## config.mk

```make
export PLATFORM = sky130hd
export DESIGN_NAME = input_controller_4out
export DESIGN_NICKNAME = d
export VERILOG_FILES = /design/src/rtl/router_pkg.sv /design/src/rtl/ic_vc_slot.sv /design/src/rtl/input_controller_4out.sv
export SDC_FILE = /design/constraint.sdc
export NUM_CORES = 1
export LEC_CHECK = 0
export ABC_AREA = 1
export CORE_UTILIZATION = 45
export CTS_CLUSTER_DIAMETER = 30
export DETAILED_ROUTE_END_ITERATION = 16
export DONT_BUFFER_PORTS = 1
export SYNTH_ARGS = -nofsm -noshare
export SYNTH_HDL_FRONTEND = slang
export SYNTH_SLANG_ARGS = --single-unit
export TNS_END_PERCENT = 30
```

## constraint.sdc

```tcl
create_clock -name clk -period 7.99 [get_ports clk]
set_input_delay 1.598 -clock clk [delete_from_list [all_inputs] [get_ports clk]]
set_output_delay 1.598 -clock clk [all_outputs]
set_load 0.01 [all_outputs]
```

## src/rtl/router_pkg.sv

```systemverilog
// Shared flit field positions and route encoding for the router input and output controllers.
package router_pkg;

    localparam int VC_BIT   = 63;
    localparam int DIRX_BIT = 62;
    localparam int DIRY_BIT = 61;
    localparam int HOPX_MSB = 55;
    localparam int HOPX_LSB = 52;
    localparam int HOPY_MSB = 51;
    localparam int HOPY_LSB = 48;
    localparam int HOP_W    = HOPX_MSB - HOPX_LSB + 1;
    localparam int NUM_VC   = 2;
    localparam int NUM_OUT  = 4;

    typedef enum logic [1:0] {
        RT_RIGHT = 2'd0,
        RT_LEFT  = 2'd1,
        RT_VERT  = 2'd2,
        RT_NIC   = 2'd3
    } route_e;

endpackage

```

## src/rtl/ic_vc_slot.sv

```systemverilog
// One-flit virtual-channel slot: holds a flit and its decoded route until popped.
module ic_vc_slot
    import router_pkg::*;
#(
    parameter int DW = 64
) (
    input  logic          clk,
    input  logic          reset,
    input  logic          wr_i,
    input  logic          pop_i,
    input  logic [DW-1:0] wr_data_i,
    input  route_e        wr_route_i,
    output logic          full_o,
    output logic [DW-1:0] data_o,
    output route_e        route_o
);

    logic          full_q,  full_d;
    logic [DW-1:0] data_q,  data_d;
    route_e        route_q, route_d;

    // Write and pop never hit the same slot in one cycle, so their order here is immaterial.
    always_comb begin
        full_d  = full_q;
        data_d  = data_q;
        route_d = route_q;
        if (pop_i) begin
            full_d = 1'b0;
        end
        if (wr_i) begin
            full_d  = 1'b1;
            data_d  = wr_data_i;
            route_d = wr_route_i;
        end
    end

    // NOTE: the flit storage is reset too, so outputs are defined zeros straight out of reset.
    always_ff @(posedge clk or posedge reset) begin
        if (reset) begin
            full_q  <= 1'b0;
            data_q  <= '0;
            route_q <= RT_RIGHT;
        end else begin
            full_q  <= full_d;
            data_q  <= data_d;
            route_q <= route_d;
        end
    end

    assign full_o  = full_q;
    assign data_o  = data_q;
    assign route_o = route_q;

endmodule

```

## src/rtl/input_controller_4out.sv

```systemverilog
// Router input port: two VC slots, XY route decode, one-of-four output presentation.
// Optional build macro IC_HOP_DEC_EN enables hop-field decrement at write.
module input_controller_4out
    import router_pkg::*;
#(
    parameter int DW = 64
) (
    input  logic          clk,
    input  logic          reset,
    input  logic          polarity,
    input  logic          input_si,
    input  logic [DW-1:0] input_di,
    output logic          input_ri,
    output logic          out0_so,
    output logic [DW-1:0] out0_do,
    input  logic          out0_ri,
    output logic          out1_so,
    output logic [DW-1:0] out1_do,
    input  logic          out1_ri,
    output logic          out2_so,
    output logic [DW-1:0] out2_do,
    input  logic          out2_ri,
    output logic          out3_so,
    output logic [DW-1:0] out3_do,
    input  logic          out3_ri
);

    logic                 in_vc;
    route_e               in_route;
    logic [DW-1:0]        wr_flit;
    logic                 wr_en;
    logic [NUM_VC-1:0]    wr_vc;
    logic [NUM_VC-1:0]    pop_vc;
    logic [NUM_VC-1:0]    slot_full;
    logic [DW-1:0]        slot_data  [NUM_VC];
    route_e               slot_route [NUM_VC];
    logic                 pres_full;
    route_e               pres_route;
    logic [DW-1:0]        pres_data;
    logic [NUM_OUT-1:0]   so_vec;
    logic [NUM_OUT-1:0]   ri_vec;
    logic                 pop;

    assign in_vc = input_di[VC_BIT];

    always_comb begin
        if (input_di[HOPX_MSB:HOPX_LSB] != '0) begin
            in_route = input_di[DIRX_BIT] ? RT_LEFT : RT_RIGHT;
        end else if (input_di[HOPY_MSB:HOPY_LSB] != '0) begin
            in_route = RT_VERT;
        end else begin
            in_route = RT_NIC;
        end
    end

`ifdef IC_HOP_DEC_EN
    // Only the field that selected the route is nonzero-checked, so it never underflows.
    always_comb begin
        wr_flit = input_di;
        case (in_route)
            RT_RIGHT, RT_LEFT: wr_flit[HOPX_MSB:HOPX_LSB] = input_di[HOPX_MSB:HOPX_LSB] - HOP_W'(1);
            RT_VERT:           wr_flit[HOPY_MSB:HOPY_LSB] = input_di[HOPY_MSB:HOPY_LSB] - HOP_W'(1);
            default:           wr_flit = input_di;
        endcase
    end
`else
    assign wr_flit = input_di;
`endif

    assign input_ri = (in_vc != polarity) && !slot_full[in_vc];
    assign wr_en    = input_si && input_ri;

    always_comb begin
        for (int v = 0; v < NUM_VC; v++) begin
            wr_vc[v]  = wr_en && (in_vc == 1'(v));
            pop_vc[v] = pop && (polarity == 1'(v));
        end
    end

    for (genvar v = 0; v < NUM_VC; v++) begin : g_slot
        ic_vc_slot #(.DW(DW)) u_slot (
            .clk        (clk),
            .reset      (reset),
            .wr_i       (wr_vc[v]),
            .pop_i      (pop_vc[v]),
            .wr_data_i  (wr_flit),
            .wr_route_i (in_route),
            .full_o     (slot_full[v]),
            .data_o     (slot_data[v]),
            .route_o    (slot_route[v])
        );
    end

    // Only the slot owned by the current timeslot is visible to the outputs.
    assign pres_full  = slot_full[polarity];
    assign pres_route = slot_route[polarity];
    assign pres_data  = slot_data[polarity];

    always_comb begin
        for (int n = 0; n < NUM_OUT; n++) begin
            so_vec[n] = pres_full && (pres_route == route_e'(2'(n)));
        end
    end

    assign ri_vec = {out3_ri, out2_ri, out1_ri, out0_ri};
    assign pop    = |(so_vec & ri_vec);

    assign out0_so = so_vec[0];
    assign out1_so = so_vec[1];
    assign out2_so = so_vec[2];
    assign out3_so = so_vec[3];
    assign out0_do = so_vec[0] ? pres_data : '0;
    assign out1_do = so_vec[1] ? pres_data : '0;
    assign out2_do = so_vec[2] ? pres_data : '0;
    assign out3_do = so_vec[3] ? pres_data : '0;

endmodule

```

* Word level (Yosys, flattened, before mapping) *
Index checks and enable logic that the tools add are counted.

cells by class
  reduce and logical (&&, ||, !) cells = 17
  magnitude comparators = 3
  bitwise operators = 4
  multiplexer cells = 21
  equal/unequal tests = 4

operators by type and width
  kind                  number
  $mux W64              7
  $logic_and A1 B1 Y1   10
  $mux W1               10
  $mux W2               4
  $reduce_bool A4 Y1    2
  $and A4 B4 Y4         1
  $eq A2 B2 Y1 const B  2
  $lt A1 B2 Y1 const B  2
  $reduce_bool A2 Y1    2
  $reduce_or A4 Y1      1
  $eq A2 B1 Y1 const B  1
  $ge A2 B2 Y1 const B  1
  $logic_not A2 Y1      1
  $not A1 Y1            2
  $not A1 Y2            1
  $logic_not A1 Y1      1
  $ne A1 B1 Y1          1

word-level totals
  output and inout bits = 261
  input bits = 72
  register bits after elaboration = 134

* Longest topological paths before layout *
Gate-level depths: netlist of the first run.

  depth in word-level cells = 11
  mapped depth = 11

* By module *
Synthesis of the first run repeated with hierarchy kept, for this count alone.

second synthesis, totals
  cells, all modules = 971
  area, all modules = 7262.0 um^2

by module, submodules not included
  module                 cells each  area an instance (um^2)  times used  seq. area each (um^2)
  ic_vc_slot             284         2513.7                   2           1676.6
  input_controller_4out  403         2234.6                   1           0.0

* Worst setup path before layout of the first run *
No wires, ideal clock.

  path type = input port to output port
  from = input port polarity
  to = output port out2_do[25]
  path buffers = 3
  setup slack = 3.781 ns
  cell stages on the path = 8
  arrival = 2.611 ns
  required time = 6.392 ns
  cells stage by stage = buf_4 inv_4 nand2_1 nand2_1 nand3_1 buf_2 buf_4 nor2_1

on the way
  cells in the longest elaborated chain, start to end = 7

ends and longest elaborated chain
  element                                      RTL line                                                  text
  from (decl)                                  input_controller_4out.sv:10                               input logic polarity,
  $not A1 Y2 (implied by the code)             input_controller_4out.sv:96, input_controller_4out.sv:97
  $mux W2 (implied by the code) (3 in series)  input_controller_4out.sv:96                               assign pres_route = slot_route[polarity];
  $eq A2 B2 Y1                                 input_controller_4out.sv:101                              so_vec[n] = pres_full && (pres_route == route_e'(2'(n)));
  $logic_and A1 B1 Y1                          input_controller_4out.sv:101
  $mux W64 *                                   input_controller_4out.sv:114                              assign out2_do = so_vec[2] ? pres_data : '0;
  to (decl)                                    input_controller_4out.sv:21                               output logic [DW-1:0] out2_do,

Mark *: on every way between the ends. The rest lies on a longest branch, timed or not. The select of a mux whose other input is x is not followed.

* Worst setup path after layout of the first run *
  from = input port polarity
  to = output port out2_do[33]

Same word-level chain as after synthesis.

==> out/metrics.yaml, run 1 <==
run_status:
  status: "complete, no violations"
final_layout:
  drive_above_1_share: 0.0751
  nets: 938
  final_cells: 1090
  syn2layout_area_growth_pct: 6.24
  fin_area_um2: 7580
  utilization: 0.495
  n_antenna_cell: 0
sta:
  fin_ws_ps: 3090
  relSlewSlack: 0.409
  worst_pin_slew_ps: 886
  fmax_mhz: 204
  slew_violations: 0
  min_period_over_period: 0.614
  rsz0062_at_grt: "false"
  finClkSkew_ps: 8.72
  final_hold_viol_count: 0
  setup_tns_ps: 0
  post-route-min-period_ps: 4900
  finalSetupViolations: 0
cts:
  clock_latency_ps: 410
  postCtsHoldBufs: 0
  clkSinkCount: 134
  cts_buffer_depth: 2
  cts_tree: "built"
  cts_resized: 0
  clkTransAtPathRegs_ps: 60
  cts_buffers: 17
  cts_setup_buffers: 0
  htree_levels: 4
  cts-root-buf: "clkbuf_16"
floorplan:
  rows: 45
  pin_count: 333
  core_um2: 15300
  start_util: 0.466
  die_w_um: 128
  die_area_um2: 16400
  die_height_um: 128
pwr:
  peakVddDrop_v: 0.000162
  cellPowerDensity_nw_per_um2: 362
  static-leakage-power_uw: 0.00377
logic_synthesis:
  syn_area_um2: 7140
  avgSynthCellArea_um2: 7.90
  synth.area.top_cells: "dfrtp_1, nor2_1, mux2i_1, nand2_1, o21ai_0"
  synthFlopType: "dfrtp_1"
  synth-async-reset-ratio: 1.00
  synth-seq-area-share: 0.470
  synth_cell_types: 19
  synth_largest_area_cell: "dfrtp_1"
  synth_edf_count: 0
  netlist.area_leader.share: 0.470
  yosysMostFrequentCell: "nor2_1"
  yosysWarnings: 0
  synth_seq_cells: 134
  syn_inst: 904
  synthTopCellsByCount: "nor2_1, nand2_1, dfrtp_1"
  syn_nets: 976
routing:
  first_pass_iters: 6
  vias: 5562
  wl_um: 16500
  postRouteAntennaNets: 0
  vias_per_cell: 5.10
  drc: 0
  drt_iter0_markers: 311
  post_drt_wl_per_cell_um: 15.2
setup_path:
  crit_end: "out2_do[33]"
  reg2reg_to: "g_slot[1].u_slot.data_o[10]"
  timing.rr.start: "g_slot[0].u_slot.full_o"
  crit_arrival_ps: 3310
  path_class: "in -> out"
  crit_path_end_kind: "output pin"
  critPathLaunchType: "input port"
  r2r_setup_slack_ps: 5670
  critPathLaunch: "polarity"
  r2r_cells: 7
  worstPathMaxFanout: 73
  crit_required_ps: 6390
placed_design:
  port_buffers: 0
  gp_congestion: 0.747
  dp_hpwl_um: 10800
  place_area_um2: 7030
  dp.cells: 1058
  pre_cts_ws_ps: 3120
global_route:
  antenna_found_initial: 0
  busiest_layer: "met2"
  grt_pass1_wl_um: 25400
  gr-total-overflow: 0
  grt_usage: 0.202
  use_met3: 0.0488
  gr-usage-met2: 0.337
  grt_max_degree: 74
  grt_pass1_vias: 4811
  grtUsageMet1: 0.253
run:
  drv_cap: 0
worst_hold_path:
  hp-class: "reg -> reg"
## sequential cells by signal (all words and copies together), names as in the netlist
signal / flops
g_slot.u_slot.data_o: 128
g_slot.u_slot.route_o: 4
g_slot.u_slot.full_o: 2
## cell type report
cell class | instances | area [µm²]
clock buffers | 23 | 478
clock inverters | 9 | 76.3
fillers | 1527 | 7730
inverters | 80 | 308
multi-input cells | 626 | 3050
flip-flops and latches | 134 | 3350
well taps | 211 | 264
repair buffers | 7 | 52.6
## worst min-delay path by stage
stage               slack, ps                        start  cells past startpoint                     endpoint
floorplan                 420  g_slot[1].u_slot.data_o[63]                      2  g_slot[1].u_slot.data_o[63]
global placement          440  g_slot[1].u_slot.data_o[63]                      2  g_slot[1].u_slot.data_o[63]
detailed placement        450  g_slot[1].u_slot.data_o[63]                      2  g_slot[1].u_slot.data_o[63]
CTS                       460  g_slot[0].u_slot.data_o[63]                      2  g_slot[0].u_slot.data_o[63]
global route              490  g_slot[0].u_slot.data_o[48]                      2  g_slot[0].u_slot.data_o[48]
finish                    460  g_slot[0].u_slot.data_o[63]                      2  g_slot[0].u_slot.data_o[63]
## cell families after synthesis
group	count (synthesis)	share of synthesized area
and+or+nand+nor	431	0.231
muxes	63	0.0883
AOI/OAI and AO/OA	132	0.103
DFF	134	0.470
buffers and inverters	144	0.108
## where the power goes
part | switching, µW | total, µW | internal, µW
Sequential | 163 | 1170 | 1000
Combinational | 583 | 855 | 272
Clock | 279 | 728 | 449
Total | 1020 | 2750 | 1720
## critical path, cell delays in order
cell	delay, ps
inv_4	90
nand2_1	50
nand2_1	170
nand3_2	560
buf_4	500
nor2_1	280
## per-stage QoR
step,total power (µW),hold WS (ps)
after detailed placement,2040,445
final,2750,461
after CTS,2780,464
after floorplan,1890,422
after global placement,2010,438
after global routing,2970,494
## layout by cell type, fill, tap and decap left out, types with 2 or more instances in the layout
cell       count
clkbuf_8       3
nand3_4        2
o21ai_0       69
nand4_1        2
nand3_2        4
inv_1         78
nor2_1       265
dfrtp_1      134
a21oi_1        2
clkinv_2       6
clkbuf_16     17
nand2_1      156
clkbuf_1       3
buf_4          7
o21ai_2       20
o21ai_1       41
mux2i_1       63
## per-layer routing
layer  up-vias  share of wire
li1       2732              -
met1      2602           0.45
met2       211           0.49
met3        17          0.049
met4         0          0.016
met5         -              0
(Power assumes the default switching activity.)
==> run 2, diff against run 1 <==
clock period = 4.8 ns   (was 7.99 ns; I/O delays follow)
==> run 2 against run 1 <==
Register-to-register slack got worse by 3200 ps. Largest power group unchanged. Highest routed layer unchanged. First-iteration DRC count rose by 14%. Critical endpoint is now out2_do[53]. Core utilization rose by 0.15 points. Count of clock-buffer cells in the layout did not move. Die area did not move. Design area rose by 0.30%. Worst setup slack got worse by 2100 ps.
==> out/metrics.yaml, run 2 (synthesis results as in run 1) <==
setup_path:
  crit_required_ps: 3840  # -2550 ps
  crit_arrival_ps: 2840  # -470 ps
  timing.rr.start: "g_slot[0].u_slot.full_o"
  crit_end: "out2_do[53]"
  r2r_cells: 7  # unchanged
  worstPathMaxFanout: 73  # unchanged
  r2r_setup_slack_ps: 2440  # -3230 ps
  crit_path_end_kind: "output pin"
  reg2reg_to: "g_slot[1].u_slot.data_o[24]"
  path_class: "in -> out"
  critPathLaunchType: "input port"
  critPathLaunch: "polarity"
routing:
  postRouteAntennaNets: 0  # unchanged
  wl_um: 16700  # +1.1%
  post_drt_wl_per_cell_um: 15.3  # +0.77%
  drc: 0  # unchanged
  vias: 5625  # +1.1%
  drt_iter0_markers: 356  # +14%
  vias_per_cell: 5.15  # +0.86%
  first_pass_iters: 5  # -1
final_layout:
  layout_commonest_cell: "nor2_1"
  most-common-layout-cells: "nor2_1, nand2_1, dfrtp_1"
  n_antenna_cell: 0  # unchanged
  drive_above_1_share: 0.0782  # +0.00315
  nets: 941  # +0.32%
  nFillCells: 1544  # +1.1%
  fin_area_um2: 7610  # +0.30%
  syn2layout_area_growth_pct: 6.56
  largest_reg_flops: 128  # unchanged
global_route:
  grtUsageMet1: 0.252  # -0.00102
  grt_pass1_vias: 4849  # +0.79%
  gr-total-overflow: 0  # unchanged
  antenna_found_initial: 0  # unchanged
  use_met3: 0.0467  # -0.00209
  grt_pass1_wl_um: 25100  # -1.0%
  grt_usage: 0.199  # -0.00257
  busiest_layer: "met2"
  gr-usage-met2: 0.326  # -0.0105
  grt_max_degree: 98  # +32%
worst_hold_path:
  min_path_cells: 2  # unchanged
  hp-class: "reg -> reg"
  hold_start: "g_slot[1].u_slot.data_o[63]"
sta:
  finalSetupViolations: 0  # unchanged
  slew_violations: 0  # unchanged
  setup_tns_ps: 0  # unchanged
  fmax_mhz: 263
  relSlewSlack: 0.354  # -0.0552
  post-route-min-period_ps: 3800
  whs_ps: 451  # -10.1 ps
  fin_ws_ps: 1000  # -2080 ps
  min_period_over_period: 0.791
  rsz0062_at_grt: "false"
  finClkSkew_ps: 6.51  # -2.21 ps
  worst_pin_slew_ps: 969  # +82.8 ps
  final_hold_viol_count: 0  # unchanged
placed_design:
  port_buffers: 0  # unchanged
  dp_hpwl_um: 11000  # +1.2%
  pre_cts_ws_ps: 1190  # -1930 ps
  gp_congestion: 0.781  # +4.6%
  place_area_um2: 7050  # +0.32%
pwr:
  peakVddDrop_v: 0.000231  # +42%
  static-leakage-power_uw: 0.00378  # +0.35%
  cellPowerDensity_nw_per_um2: 602  # +66%
cts:
  cts_buffers: 17  # unchanged
  cts_buffer_depth: 2  # unchanged
  postCtsHoldBufs: 0  # unchanged
  cts_setup_buffers: 0  # unchanged
  cts_resized: 0  # unchanged
  clock_latency_ps: 410  # about the same
  cts-root-buf: "clkbuf_16"
  clkTransAtPathRegs_ps: 50  # about the same
  clkSinkCount: 134  # unchanged
  cts_tree: "built"
  htree_levels: 4  # unchanged
run_status:
  status: "complete, no violations"
run:
  drv_cap: 0  # unchanged
floorplan:
  die_height_um: 128  # unchanged
  core_um2: 15300  # unchanged
  pin_count: 333  # unchanged
  start_util: 0.466  # unchanged
  die_area_um2: 16400  # unchanged
  die_w_um: 128  # unchanged
  rows: 45  # unchanged
-- run 2: cell types whose count changed in the layout (fill, tap and decap cells not counted), sizes merged --
| cell | before | now |
|---|---|---|
| buf | 7 | 10 |
-- run 2: through the flow --
| step | utilization | total power (µW) | instances |
|---|---|---|---|
| after floorplan | - | 3140 | 904 |
| after detailed placement | 0.460 | 3400 | 1061 |
| final | 0.497 | 4580 | 1093 |
| after global routing | 0.497 | 4930 | 1093 |
| after global placement | 0.460 | 3360 | 1061 |
| after CTS | 0.497 | 4620 | 1093 |
-- run 2: final cells by class --
type / instances / area, µm² / share of cell area
timing repair buffer: 10 / 75.1 / 0.00987
multi-input combinational: 626 / 3050 / 0.401
tap: 211 / 264 / 0.0347
sequential: 134 / 3350 / 0.441
clock buffer: 23 / 478 / 0.0628
inverter: 80 / 308 / 0.0405
clock inverter: 9 / 76.3 / 0.0100
-- run 2: worst max-delay path: stages --
cell     delay (ps)
inv_4           160
nand2_1          60
nand2_1         170
nand3_2         640
buf_4           490
nor2_1          240
-- run 2: metal layers --
metal  vias to the layer above  share of wire
li1                       2742              -
met1                      2617           0.44
met2                       242           0.48
met3                        24          0.057
met4                         0          0.020
met5                         -              0
-- run 2: worst min path at each step --
stage | end | slack (ps)
6_report | g_slot[1].u_slot.data_o[63] | 450
3_3_place_gp | g_slot[1].u_slot.data_o[63] | 430
3_5_place_dp | g_slot[1].u_slot.data_o[63] | 440
2_1_floorplan | g_slot[1].u_slot.data_o[63] | 420
4_1_cts | g_slot[1].u_slot.data_o[63] | 460
5_1_grt | g_slot[0].u_slot.data_o[63] | 480
-- run 2: power breakdown --
group / internal (µW) / total [µW] / switching [µW]
clock: 748 / 1200 / 455
combinational: 455 / 1430 / 977
sequential: 1670 / 1940 / 273
total: 2870 / 4580 / 1700
==> run 3, diff against run 2 <==
clock period = 3.4 ns   (was 4.8 ns; I/O delays follow)
==> run 3 against run 2 <==
Clock power grew 69%. Largest cell class unchanged. Flip-flop and latch count is the same. Design area grew 2.2%. Global-route usage grew 0.50 points. Register-to-register slack lost 970 ps.
==> out/metrics.yaml, run 3 (synthesis results as in run 1) <==
routing:
  wl_um: 17000  # +1.4%
  first_pass_iters: 7  # +2
  vias: 5615  # -0.18%
  post_drt_wl_per_cell_um: 15.5  # +1.0%
  vias_per_cell: 5.12  # -0.54%
  drc: 0  # unchanged
  postRouteAntennaNets: 0  # unchanged
  drt_iter0_markers: 348  # -2.2%
cts:
  cts_setup_buffers: 0  # unchanged
  cts-root-buf: "clkbuf_16"
  postCtsHoldBufs: 0  # unchanged
  htree_levels: 4  # unchanged
  cts_buffers: 17  # unchanged
  clkTransAtPathRegs_ps: 50  # about the same
  cts_buffer_depth: 2  # unchanged
  clock_latency_ps: 410  # about the same
  cts_resized: 0  # unchanged
  cts_tree: "built"
  clkSinkCount: 134  # unchanged
pwr:
  static-leakage-power_uw: 0.00386  # +2.1%
  peakVddDrop_v: 0.000391  # +69%
  comb_power_share: 0.301  # -0.012
  power.internal_uw: 4400  # +53%
  switching_share: 0.356  # -0.0161
  cellPowerDensity_nw_per_um2: 878  # +46%
  clkPwrFrac: 0.297  # +0.034
  p_switching_uw: 2430  # +43%
  p_seq_frac: 0.402  # -0.022
sta:
  rsz0062_at_grt: "false"
  relSlewSlack: 0.584  # +0.230
  post-route-min-period_ps: 2760
  whs_ps: 207  # -243 ps
  fmax_mhz: 362
  slew_violations: 0  # unchanged
  setup_tns_ps: 0  # unchanged
  final_hold_viol_count: 0  # unchanged
  min_period_over_period: 0.813
  worst_pin_slew_ps: 623  # -346 ps
  finalSetupViolations: 0  # unchanged
  finClkSkew_ps: 5.14  # -1.37 ps
setup_path:
  timing.rr.start: "g_slot[0].u_slot.full_o"
  path_class: "reg -> out"
  crit_required_ps: 2720  # -1120 ps
  crit_path_end_kind: "output pin"
  crit_arrival_ps: 2080  # -760 ps
  critPathLaunchType: "flop"
  r2r_setup_slack_ps: 1470  # -970 ps
  reg2reg_to: "g_slot[1].u_slot.data_o[30]"
  r2r_cells: 7  # unchanged
  worstPathMaxFanout: 30  # -59%
global_route:
  grt_max_degree: 74  # -24%
  grt_pass1_wl_um: 25800  # +2.7%
  grt_pass1_vias: 4974  # +2.6%
  gr-total-overflow: 0  # unchanged
  antenna_found_initial: 0  # unchanged
  grt_usage: 0.204  # +0.00499
placed_design:
  port_buffers: 0  # unchanged
  dp_hpwl_um: 11400  # +4.2%
  gp_congestion: 0.727  # -7.0%
  place_area_um2: 7120  # +0.94%
floorplan:
  die_area_um2: 16400  # unchanged
  core_um2: 15300  # unchanged
  die_height_um: 128  # unchanged
  start_util: 0.466  # unchanged
  die_w_um: 128  # unchanged
  pin_count: 333  # unchanged
  rows: 45  # unchanged
worst_hold_path:
  hp-class: "in -> async"
final_layout:
  layout_commonest_cell: "nor2_1"
  syn2layout_area_growth_pct: 8.94
  nets: 945  # +0.43%
  largest_reg_flops: 128  # unchanged
  fin_area_um2: 7780  # +2.2%
  nFillCells: 1535  # -0.58%
  drive_above_1_share: 0.0835  # +0.00529
  n_antenna_cell: 0  # unchanged
  most-common-layout-cells: "nor2_1, nand2_1, dfrtp_1"
run:
  drv_cap: 0  # unchanged
run_status:
  status: "complete, no violations"
[run 3: power groups by stage]
stage	Sequential (µW)	Combinational, µW	Clock (µW)
floorplan	2670	1770	0
global placement	2740	2030	0
detailed placement	2770	2060	0
CTS	2750	2070	2080
global route	2860	2340	2140
finish	2750	2060	2030
[run 3: per-layer routing]
layer | global-route usage | wire, µm
met4 | 0.0720 | 242
met1 | 0.247 | 7310
met5 | 0 | 0
met3 | 0.0467 | 968
met2 | 0.357 | 8430
[run 3: worst max-delay path by stage]
stage,from,to,slack (ps),cells past startpoint
after global routing,g_slot[0].u_slot.full_o,out1_do[32],540,5
after floorplan,polarity,out2_do[25],1030,8
final,g_slot[0].u_slot.full_o,out1_do[32],640,5
after detailed placement,polarity,out1_do[32],700,6
after global placement,polarity,out1_do[32],720,6
after CTS,g_slot[0].u_slot.full_o,out1_do[32],610,5
[run 3: worst max-delay path: stages (launching register included)]
cell and delay (ps):
dfrtp_1 410, nand2_1 70, nand2_1 170, nand3_2 360, buf_12 300, nor2_1 330
[run 3: per-stage QoR]
step                total power [µW]  setup slack, ps  utilization  cells
CTS                             6900              609        0.508   1097
detailed placement              4830              704        0.465   1065
finish                          6830              635        0.508   1097
floorplan                       4440             1030            -    904
global placement                4770              723        0.465   1065
global route                    7340              541        0.508   1097
[run 3: final cells by class]
cell class	instances	area, µm²	share of cell area
clock buffers	23	488	0.0628
clock inverters	9	170	0.0219
inverters	80	307	0.0394
multi-input cells	626	3050	0.392
flip-flops and latches	134	3350	0.431
well taps	211	264	0.0340
repair buffers	14	143	0.0183
==> RTL change (config.mk and constraints of run 1) <==
Add an input register stage for `polarity`, `input_si`, `out0_ri`, `out1_ri`, `out2_ri` and `out3_ri`, without a reset; this delays them by one clock. The other inputs are not delayed to match.
--- a/src/rtl/input_controller_4out.sv
+++ b/src/rtl/input_controller_4out.sv
@@ -24,6 +24,22 @@
     output logic [DW-1:0] out3_do,
     input  logic          out3_ri
 );
+
+    logic polarity_q;
+    logic input_si_q;
+    logic out0_ri_q;
+    logic out1_ri_q;
+    logic out2_ri_q;
+    logic out3_ri_q;
+
+    always_ff @(posedge clk) begin
+        polarity_q <= polarity;
+        input_si_q <= input_si;
+        out0_ri_q  <= out0_ri;
+        out1_ri_q  <= out1_ri;
+        out2_ri_q  <= out2_ri;
+        out3_ri_q  <= out3_ri;
+    end
 
     logic                 in_vc;
     route_e               in_route;
@@ -67,13 +83,13 @@
     assign wr_flit = input_di;
 `endif
 
-    assign input_ri = (in_vc != polarity) && !slot_full[in_vc];
-    assign wr_en    = input_si && input_ri;
+    assign input_ri = (in_vc != polarity_q) && !slot_full[in_vc];
+    assign wr_en    = input_si_q && input_ri;
 
     always_comb begin
         for (int v = 0; v < NUM_VC; v++) begin
             wr_vc[v]  = wr_en && (in_vc == 1'(v));
-            pop_vc[v] = pop && (polarity == 1'(v));
+            pop_vc[v] = pop && (polarity_q == 1'(v));
         end
     end
 
@@ -92,9 +108,9 @@
     end
 
     // Only the slot owned by the current timeslot is visible to the outputs.
-    assign pres_full  = slot_full[polarity];
-    assign pres_route = slot_route[polarity];
-    assign pres_data  = slot_data[polarity];
+    assign pres_full  = slot_full[polarity_q];
+    assign pres_route = slot_route[polarity_q];
+    assign pres_data  = slot_data[polarity_q];
 
     always_comb begin
         for (int n = 0; n < NUM_OUT; n++) begin
@@ -102,7 +118,7 @@
         end
     end
 
-    assign ri_vec = {out3_ri, out2_ri, out1_ri, out0_ri};
+    assign ri_vec = {out3_ri_q, out2_ri_q, out1_ri_q, out0_ri_q};
     assign pop    = |(so_vec & ri_vec);
 
     assign out0_so = so_vec[0];
Function: changed (a bounded check fails within 4 cycles, from zero or initial values and one cycle with reset high).
==> RTL change against run 1 <==
Setup slack worse by 83 ps. Design area is 1.9% higher. Largest cell class unchanged. Power grew 3.6%. Largest power group unchanged. Routed wire length up 3.1%. Clock power grew 2%. Sequential cell count increased by 6. Count of clock-buffer cells in the layout shrank 1. Cell count up 0.83%. Fmax is 1.7% lower. Critical endpoint is now out3_do[4]. Synthesized area up 1.7%. Hold slack got worse by 7.4 ps.
==> RTL change: results (changes against run 1) <==
STA
  • Slew @ Worst Pin: 873.1 ps (-13.21 ps)
  • WHS: 453.5 ps (-7.375 ps)
  • Clock Skews: 5.267 ps (-3.457 ps)
  • Final period util: 62.42% (+1.0 points)

Synth
  • Mux contribution to synthesized area: 8.688% (-0.15 points)
  • Syn_nets: 982 (+0.61%)
  • Synth cell types: 20 (+1)
  • Share of synthesized registers carrying an async set or reset: 95.71% (-4.3 points)
  • Largest cells by area after synthesis: dfrtp_1 46%, nor2_1 14%, mux2i_1 8.7%

Power
  • Pleak: 3.823 nW (+1.4%)
  • VDD IR max: 0.1404 mV (-14%)
  • Net Sw Frac: 37.25% (-0.040 points)
  • Logic power comb: 888 uW (+3.9%)
  • Clk pwr share: 26.0% (-0.5 points)

Critical path
  • Worst path slowest cell: dfxtp_4
  • R2r worst-path depth: 9 (+2)
  • CP peak stage delay: 760 ps (+200 ps)
  • Crit-path leading delay family: buffers and inverters
  • Worst EP arrival: 3390 ps (+80 ps)
  • Worst reg2reg endpoint: g_slot[1].u_slot.data_o[17]
  • Crit Path Max Fanout: 41 (-44%)

Placed design
  • GPL Wtd Cong: 0.7163 (-4.1%)
  • DPL Wire Length: 10.91 mm (+0.60%)
  • Placed Area: 7167 um2 (+2.0%)

Drt
  • Drt pass-1 iters: 5 (-1)
  • Initial DRC count: 340 (+9.3%)
  • Met3 WL post-DR: 938 um (+16%)

Global routing
  • First-pass GRT wire length: 25.45 mm (+0.35%)
  • GR met2 Demand/Resource: 32.50% (-1.2 points)
  • GRT Total Usage: 20.17% (about the same)
  • Vias in the first global route: 4826 (+0.31%)
  • Routing usage on met1: 26.40% (+1.1 points)
  • Met3 usage: 4.657% (-0.23 points)

Layout
  • Layout cells sized above 1: 7.701% (+0.19 points)

Hold path
  • Worst Hold Endpoint: g_slot[1].u_slot.data_o[63]
  • HP Start: g_slot[1].u_slot.data_o[63]

Outcome
  • Outcome: finished, final reports clean
-- RTL change: cell count changes after synthesis, sizes merged --
cell | run 1 | this run
dfxtp | 0 | 6
-- RTL change: through the flow --
step	total power, mW	instances
final	2.849	1099
after global routing	3.081	1099
after CTS	2.878	1099
after detailed placement	2.126	1070
after global placement	2.097	1070
after floorplan	1.956	910
-- RTL change: final cells by class --
cell class	count	area, um2
clock buffer	22	494.2
multi-input combinational	626	3052
timing repair buffer	8	60.06
clock inverter	7	65.06
sequential	140	3477
fill	1550	8102
tap	216	270.3
inverter	80	307.8
-- RTL change: how the worst max path moves through the flow --
stage / startpoint / endpoint / depth (start not counted)
after floorplan: reset / g_slot[0].u_slot.data_o[0] / 1
after global placement: polarity_q / out3_do[8] / 7
after detailed placement: polarity_q / out3_do[5] / 7
after CTS: polarity_q / out3_do[7] / 7
after global routing: polarity_q / out3_do[4] / 6
final: polarity_q / out3_do[4] / 7
